[src/rtl/cpu_pkg.sv]
// cpu_pkg: shared CPU datapath constants and multiplexer mode encodings
package cpu_pkg;
  typedef enum logic [1:0] {
    MODE_RR     = 2'b00,
    MODE_FIXED  = 2'b01,
    MODE_MANUAL = 2'b10,
    MODE_RSVD   = 2'b11
  } mode_e;
  localparam int DATA_W = 8;
endpackage

[src/rtl/rr_grant.sv]
// rr_grant: combinational winner selection for round-robin, fixed-priority and manual modes
module rr_grant import cpu_pkg::*; #(
  parameter int N     = 8,
  parameter int SEL_W = $clog2(N)
) (
  input  logic [N-1:0]     req,
  input  logic [SEL_W-1:0] ptr,
  input  logic [1:0]       mode,
  input  logic [SEL_W-1:0] sel,
  output logic             gnt_valid,
  output logic [SEL_W-1:0] gnt_idx
);
  // Scan from the far end down so the last hit is the highest-priority candidate
  always_comb begin
    gnt_valid = 1'b0;
    gnt_idx   = '0;
    for (int k = N - 1; k >= 0; k--) begin
      if (mode == MODE_MANUAL) begin
        if (sel == SEL_W'(k) && req[k]) begin
          gnt_valid = 1'b1;
          gnt_idx   = SEL_W'(k);
        end
      end else if (mode == MODE_FIXED) begin
        if (req[k]) begin
          gnt_valid = 1'b1;
          gnt_idx   = SEL_W'(k);
        end
      end else if (req[SEL_W'((int'(ptr) + k) % N)]) begin
        gnt_valid = 1'b1;
        gnt_idx   = SEL_W'((int'(ptr) + k) % N);
      end
    end
  end
endmodule

[src/rtl/rr_mux_arb.sv]
// rr_mux_arb: registered N:1 multiplexer with built-in arbitration and valid/ready output
module rr_mux_arb import cpu_pkg::*; #(
  parameter int WIDTH = DATA_W,
  parameter int N     = 8,
  parameter int SEL_W = $clog2(N)
) (
  input  logic               clk,
  input  logic               rst,
  input  logic [N*WIDTH-1:0] in_data,
  input  logic [N-1:0]       in_valid,
  output logic [N-1:0]       in_ready,
  input  logic [1:0]         mode,
  input  logic [SEL_W-1:0]   sel,
  output logic [WIDTH-1:0]   out_data,
  output logic               out_valid,
  input  logic               out_ready,
  output logic [SEL_W-1:0]   out_sel
);
  logic [SEL_W-1:0] ptr;
  logic             gnt_valid;
  logic [SEL_W-1:0] gnt_idx;
  logic             load_en;
  logic             rr_mode;

  rr_grant #(.N(N), .SEL_W(SEL_W)) u_grant (
    .req       (in_valid),
    .ptr       (ptr),
    .mode      (mode),
    .sel       (sel),
    .gnt_valid (gnt_valid),
    .gnt_idx   (gnt_idx)
  );

  assign load_en  = !out_valid || out_ready;
  assign rr_mode  = mode != MODE_FIXED && mode != MODE_MANUAL;
  assign in_ready = (load_en && gnt_valid && !rst) ? N'(1) << gnt_idx : '0;

  // Output register and round-robin pointer advance only when the output slot is free
  always_ff @(posedge clk) begin
    if (rst) begin
      out_valid <= 1'b0;
      out_data  <= '0;
      out_sel   <= '0;
      ptr       <= '0;
    end else if (load_en) begin
      out_valid <= gnt_valid;
      if (gnt_valid) begin
        out_data <= in_data[int'(gnt_idx)*WIDTH +: WIDTH];
        out_sel  <= gnt_idx;
        if (rr_mode) ptr <= (gnt_idx == SEL_W'(N - 1)) ? '0 : gnt_idx + 1'b1;
      end
    end
  end
endmodule
[config.mk]
export PLATFORM = sky130hd
export DESIGN_NAME = rr_mux_arb
export DESIGN_NICKNAME = d
export VERILOG_FILES = /design/src/rtl/cpu_pkg.sv /design/src/rtl/rr_grant.sv /design/src/rtl/rr_mux_arb.sv
export SDC_FILE = /design/constraint.sdc
export NUM_CORES = 1
export LEC_CHECK = 0
export BUFFER_PORTS_ARGS = -buffer_cell sky130_fd_sc_hd__buf_4
export CAP_MARGIN = 5
export CELL_PAD_IN_SITES_DETAIL_PLACEMENT = 0
export CELL_PAD_IN_SITES_GLOBAL_PLACEMENT = 1
export CORE_AREA = 2 2 88 90
export DETAILED_ROUTE_END_ITERATION = 6
export DIE_AREA = 0 0 90 92
export PLACE_DENSITY = 0.93
export SYNTH_ARGS = -nofsm -noshare
export SYNTH_HDL_FRONTEND = slang
export SYNTH_SLANG_ARGS = --single-unit
[constraint.sdc]
create_clock -name clk -period 12.61 [get_ports clk]
set_clock_uncertainty 0.1 [all_clocks]
set_input_delay 0.6305 -clock clk [delete_from_list [all_inputs] [get_ports clk]]
set_output_delay 0.6305 -clock clk [all_outputs]
set_load 0.02 [all_outputs]
Word level (Yosys, flattened, before mapping). Cells that the tools add are included.

$add $sub $neg: 8. $lt $le $gt $ge: 8. Eq/ne operators: 12. Shift-type cells: 2. Multiplexer cells: 106. Reduce and logical (&&, ||, !) cells: 17.

Operators with widths (number): $mux W3 (41); $shiftx A64 B7 Y8 (1); $mux W1 (56); $lt A3 B5 Y1 const B (8); $bmux W1 S3 (8); $eq A3 B3 Y1 const B (5); $add A3 B3 Y3 const B (4); $logic_and A1 B1 Y1 (11); $mux W8 (1); $shl A1 B3 Y8 const A (1); $add A3 B1 Y3 const B (2); $add A3 B2 Y3 const B (2); $eq A3 B2 Y1 const B (2); $eq A3 B1 Y1 const B (1); $logic_not A3 Y1 (1); $reduce_and A3 Y1 (1); $eq A2 B1 Y1 const B (1); $eq A2 B2 Y1 const B (1); $logic_not A1 Y1 (2); $ne A2 B1 Y1 const B (1); $ne A2 B2 Y1 const B (1); $reduce_and A2 Y1 (1); $logic_or A1 B1 Y1 (1).

Flip-flop bits (word level): 15. Input bits: 80. Output and inout port bits: 20. Word-level logic and storage cells: 157.

Depth between registers and ports, before layout.
Word-level depth: 31. Mapped depth: 19. Depth with buffers taken out: 14.

Modules after synthesis. Synthesis repeated with hierarchy kept, for this count alone.

Cell total of the unflattened synthesis: 349. Area, all modules: 2847.7 um^2.

By module, submodules not included: rr_grant (instances 1, cells an instance 203, area an instance 1544.0 um^2, sequential area each 0.0 um^2); rr_mux_arb (instances 1, cells an instance 146, area an instance 1303.8 um^2, sequential area each 300.3 um^2).

Worst setup path before layout. OpenSTA, ideal clock, no wires.

Kind: register to output. Start point: reg ptr[0]. End point: out in_ready[3]. Arrival: 3.942 ns. Required time: 11.879 ns. Setup slack: 7.937 ns. Cell stages (with the launch flop): 17. Buffers on the path: 4. Cell sequence: dfxtp_1 buf_2 buf_2 clkinv_1 ha_1 clkbuf_1 mux4_2 mux2_2 nor2_1 a21oi_1 a21oi_1 o2111ai_1 a21oi_1 clkbuf_1 ha_1 ha_1 and2_1.

Elaborated cells on any way between the ends: 111. Classes of those cells: add/sub: 7; shift: 1; mux: 101; reduce/logical: 2.

RTL lines: from (decl) (line rr_mux_arb.sv:19) `logic [SEL_W-1:0] ptr;`; from (signal assigned) (line rr_mux_arb.sv:50) `if (rr_mode) ptr <= (gnt_idx == SEL_W'(N - 1)) ? '0 : gnt_idx + 1'b1;`; $add A3 B3 Y3 (line rr_grant.sv:28, rr_grant.sv:30); $bmux W1 S3 (line rr_grant.sv:28) `end else if (req[SEL_W'((int'(ptr) + k) % N)]) begin`; $mux W1 (implied by the code) (2 in a row) (line rr_grant.sv:28); $mux W3 (line rr_grant.sv:28); $mux W3 (line rr_grant.sv:23) `end else if (mode == MODE_FIXED) begin`; $mux W3 (line rr_grant.sv:18) `if (mode == MODE_MANUAL) begin`; $mux W3 (on tied branches) (line rr_grant.sv:28, rr_grant.sv:24); $mux W3 (line rr_grant.sv:23); [14 not listed]; $mux W3 (line rr_grant.sv:23); $mux W3 (line rr_grant.sv:18); $mux W3 (on tied branches) (line rr_grant.sv:28, rr_grant.sv:24); $mux W3 (line rr_grant.sv:23); $mux W3 (*) (line rr_grant.sv:18); via gnt_idx[1] (line rr_mux_arb.sv:21) `logic [SEL_W-1:0] gnt_idx;`; $shl A1 B3 Y8 (*) (line rr_mux_arb.sv:36) `assign in_ready = (load_en && gnt_valid && !rst) ? N'(1) << gnt_idx : '0;`; $mux W8 (*) (line rr_mux_arb.sv:36); to (decl) (line rr_mux_arb.sv:11) `output logic [N-1:0] in_ready,`.

The timed path passes the listed nets; every way through them passes the cells marked *. The select of a mux whose other input is x is not followed.

Worst setup path in the final report.
Start point: reg ptr[0]. End point: out in_ready[5].

Longest elaborated chain between the ends: 31. Elaborated cells on any way between the ends: 111. Classes of those cells: add/sub: 7; shift: 1; mux: 101; reduce/logical: 2.

RTL lines (line): $add A3 B3 Y3 (rr_grant.sv:28, rr_grant.sv:30); $bmux W1 S3 (rr_grant.sv:28); $mux W1 (implied by the code) (2 in a row) (rr_grant.sv:28); $mux W1 (rr_grant.sv:28); $mux W1 (rr_grant.sv:23); $mux W1 (rr_grant.sv:18); $mux W1 (on tied branches) (rr_grant.sv:28, rr_grant.sv:24); $mux W1 (rr_grant.sv:23); [13 not listed]; $mux W1 (on tied branches) (rr_grant.sv:28, rr_grant.sv:24); $mux W1 (rr_grant.sv:23); $mux W1 (rr_grant.sv:18); $mux W1 (on tied branches) (rr_grant.sv:28, rr_grant.sv:24); $mux W1 (rr_grant.sv:23); $mux W1 (rr_grant.sv:18); $logic_and A1 B1 Y1 (2 in a row) (rr_mux_arb.sv:36); $mux W8 (*) (rr_mux_arb.sv:36).

Mark *: on every way between the ends. The rest lies on a longest branch, timed or not. The select of a mux whose other input is x is not followed.

==> metrics <==
Top FF cell, synth=dfxtp_1; MaxCap Viol Count=0; Net count, final=535; max-slew violation total from the final report=0; grt ovf=0; Routed WL=9820 µm; warning count from the yosys run=0; die area=8280 µm²; initial antenna violation count=0; Seq/Total Area, Yosys=10.7%; number of global-route vias before repair=3,286; FF-to-FF path depth=13; CP Launch Type=flop; EDFF count, synth=0; top cell type's share of synthesized area=10.7%; mux contribution to synthesized area=19.4%; Final Hold Viols=0; # setup viols final=0; Routability Congestion=1.01; worst skew pair latency=250 ps; average size of a mapped cell=7.43 µm²; hold path start=out_data[4]; maximum clock insertion buffer count=2; drt wl/cell=18.0 µm; register clock-pin slew on the reported worst setup and hold paths=60 ps; Initial Utilization=37.6%; FILL cells=779; VDD IR max=0.0814 mV; Syn Std Cell Area=2800 µm²; Synth area leaders=dfxtp_1 11%, mux4_2 8.8%, and3_1 5.4%, mux2i_1 5.4%, nand2_1 5.1%; Seq. cell area=300 µm²; Synth Area in Adders=4.46%; CP Class=flop to primary output; initial drt markers=452; worst hold path type=flop to flop; status=completed; Hold Buf Count CTS=0; CTS tree=done; Reg2Reg Setup Slack=7200 ps; DR vias/cell=6.22; Finished Core Util=47.4%; unrepaired setup endpoints after global routing=no; Total Routing Usage GR=23.0%; crit-path max FO=25; commonest non-fill, non-tap cell in the layout=buf_4; multi-input logic area=2230 µm²; number of synthesized register bits=15; Unique masters post-synth=69; First-pass DRT Iterations=5; diodes inserted=0; Area growth, synth to finish=25.9%; P per Cell Area=185 nW/µm²; Num CTS Buffers=3; Die Span X=90 µm; worst reg2reg startpoint=ptr[0]; Tightest Pin Transition=992 ps; # IOs=100; Pleak=1.53 nW; post-DP HPWL=7330 µm; # clock sinks=15; Worst Path Arrival=5360 ps; largest family of logic cells by synthesized area=compound AO/OA/AOI/OAI gates; Vias=3,397; Synth Area in Simple Gates=25.9%; worst reg2reg path endpoint=out_data[3]; number of remaining DRC errors=0; post-synthesis compound-gate area fraction=28.4%; CTS Root Buffer Type=clkbuf_8; core box area=7450 µm²; first-pass GRT wire length=15,700 µm; Synth Instances=377; Post-CTS Setup Repair Bufs=0; CP Data Required Time=11,880 ps; XOR/XNOR share of the synthesized area=1.25%; ys async rst share=0%; # resized after CTS=0; area leader, netlist=dfxtp_1; IO Port Bufs=99; post-layout min period=6090 ps; Tot Pwr=0.652 mW; fin crit share=48.3%; largest net degree at the start of global routing=37; DRT antenna net count=0; WHS Path Cells=2; die height=92 µm; Hold EP=out_data[4]; Mapped Nets=467; Setup TNS=0 ps; CTS H-tree depth=1; Worst setup EP type=primary output; Max Clk Rate=164 MHz; layout cell share with drive strength beyond 1=31.1%; slew margin rel.=33.8%; num rows=32; most frequent cells in the layout=101 x buf_4, 38 x nand2_1, 24 x and3_1, 22 x a21oi_1, 22 x nand3_1
## cell type report
cell class	instances	share of cell area, %
clock buffers	3	1.17
multi-input cells	309	63.1
flip-flops and latches	15	8.51
well taps	102	3.62
clock inverters	1	0.142
repair buffers	101	21.5
inverters	15	1.95
## state kept, by name, indices dropped and copies added, names as in the netlist
name / cells
out_sel: 3
ptr: 3
out_valid: 1
out_data: 8
## cells by family after synthesis
logic type,Yosys count
simple gates,142
xor+xnor,4
mux,39
compound gates,114
fa+ha+maj,10
flops,15
buf+inv,53
## per-layer routing
layer / wire length, µm / global-route usage, % / share of wire (%) / vias to the layer above
li1: - / - / - / 1566
met4: 278 / 9.10 / 2.8 / 0
met5: 0 / 0 / 0 / -
met2: 4650 / 39.5 / 47 / 240
met1: 3810 / 28.6 / 39 / 1562
met3: 1090 / 4.03 / 11 / 29
## where the power goes
group | leakage (nW) | switching [mW] | internal [mW]
clock network | 0.0255 | 0.0174 | 0.0219
logic | 1.38 | 0.294 | 0.220
registers | 0.124 | 0.0317 | 0.0677
## critical path, cell delays in order (launching register included)
cell and delay [ps]:
dfxtp_1 970, clkinv_1 500, ha_1 800, mux4_2 470, a22o_1 240, a311o_1 340, o211ai_2 170, a21oi_1 110
a31o_1 220, nor2b_1 410, and2b_1 500, and3_1 240, buf_4 140
## worst max path at each step
stage | start | to | cells past startpoint
2_1_floorplan | ptr[0] | in_ready[3] | 16
3_3_place_gp | ptr[0] | in_ready[6] | 12
3_5_place_dp | ptr[0] | in_ready[5] | 12
4_1_cts | ptr[0] | in_ready[5] | 12
5_1_grt | ptr[0] | in_ready[3] | 14
6_report | ptr[0] | in_ready[5] | 12
## synth_stat cells (11+ instances only)
library cell,number
nand2_1,38
and3_1,24
clkbuf_1,23
a21oi_1,22
nand3_1,22
nor2_1,21
o21ai_0,16
dfxtp_1,15
mux2i_1,15
a211oi_1,14
mux2_2,12
inv_1,11
mux4_2,11
## stage by stage
step           std cells  hold slack, ps  worst slack [ps]  instance area, µm²
2_1_floorplan        377             432              7940                2800
3_3_place_gp         542             337              7070                3480
6_report             546             361              6520                3530
4_1_cts              546             361              6610                3530
5_1_grt              546             392              6170                3530
3_5_place_dp         542             348              6900                3480
Note: power is estimated with default switching activity, not from simulation.
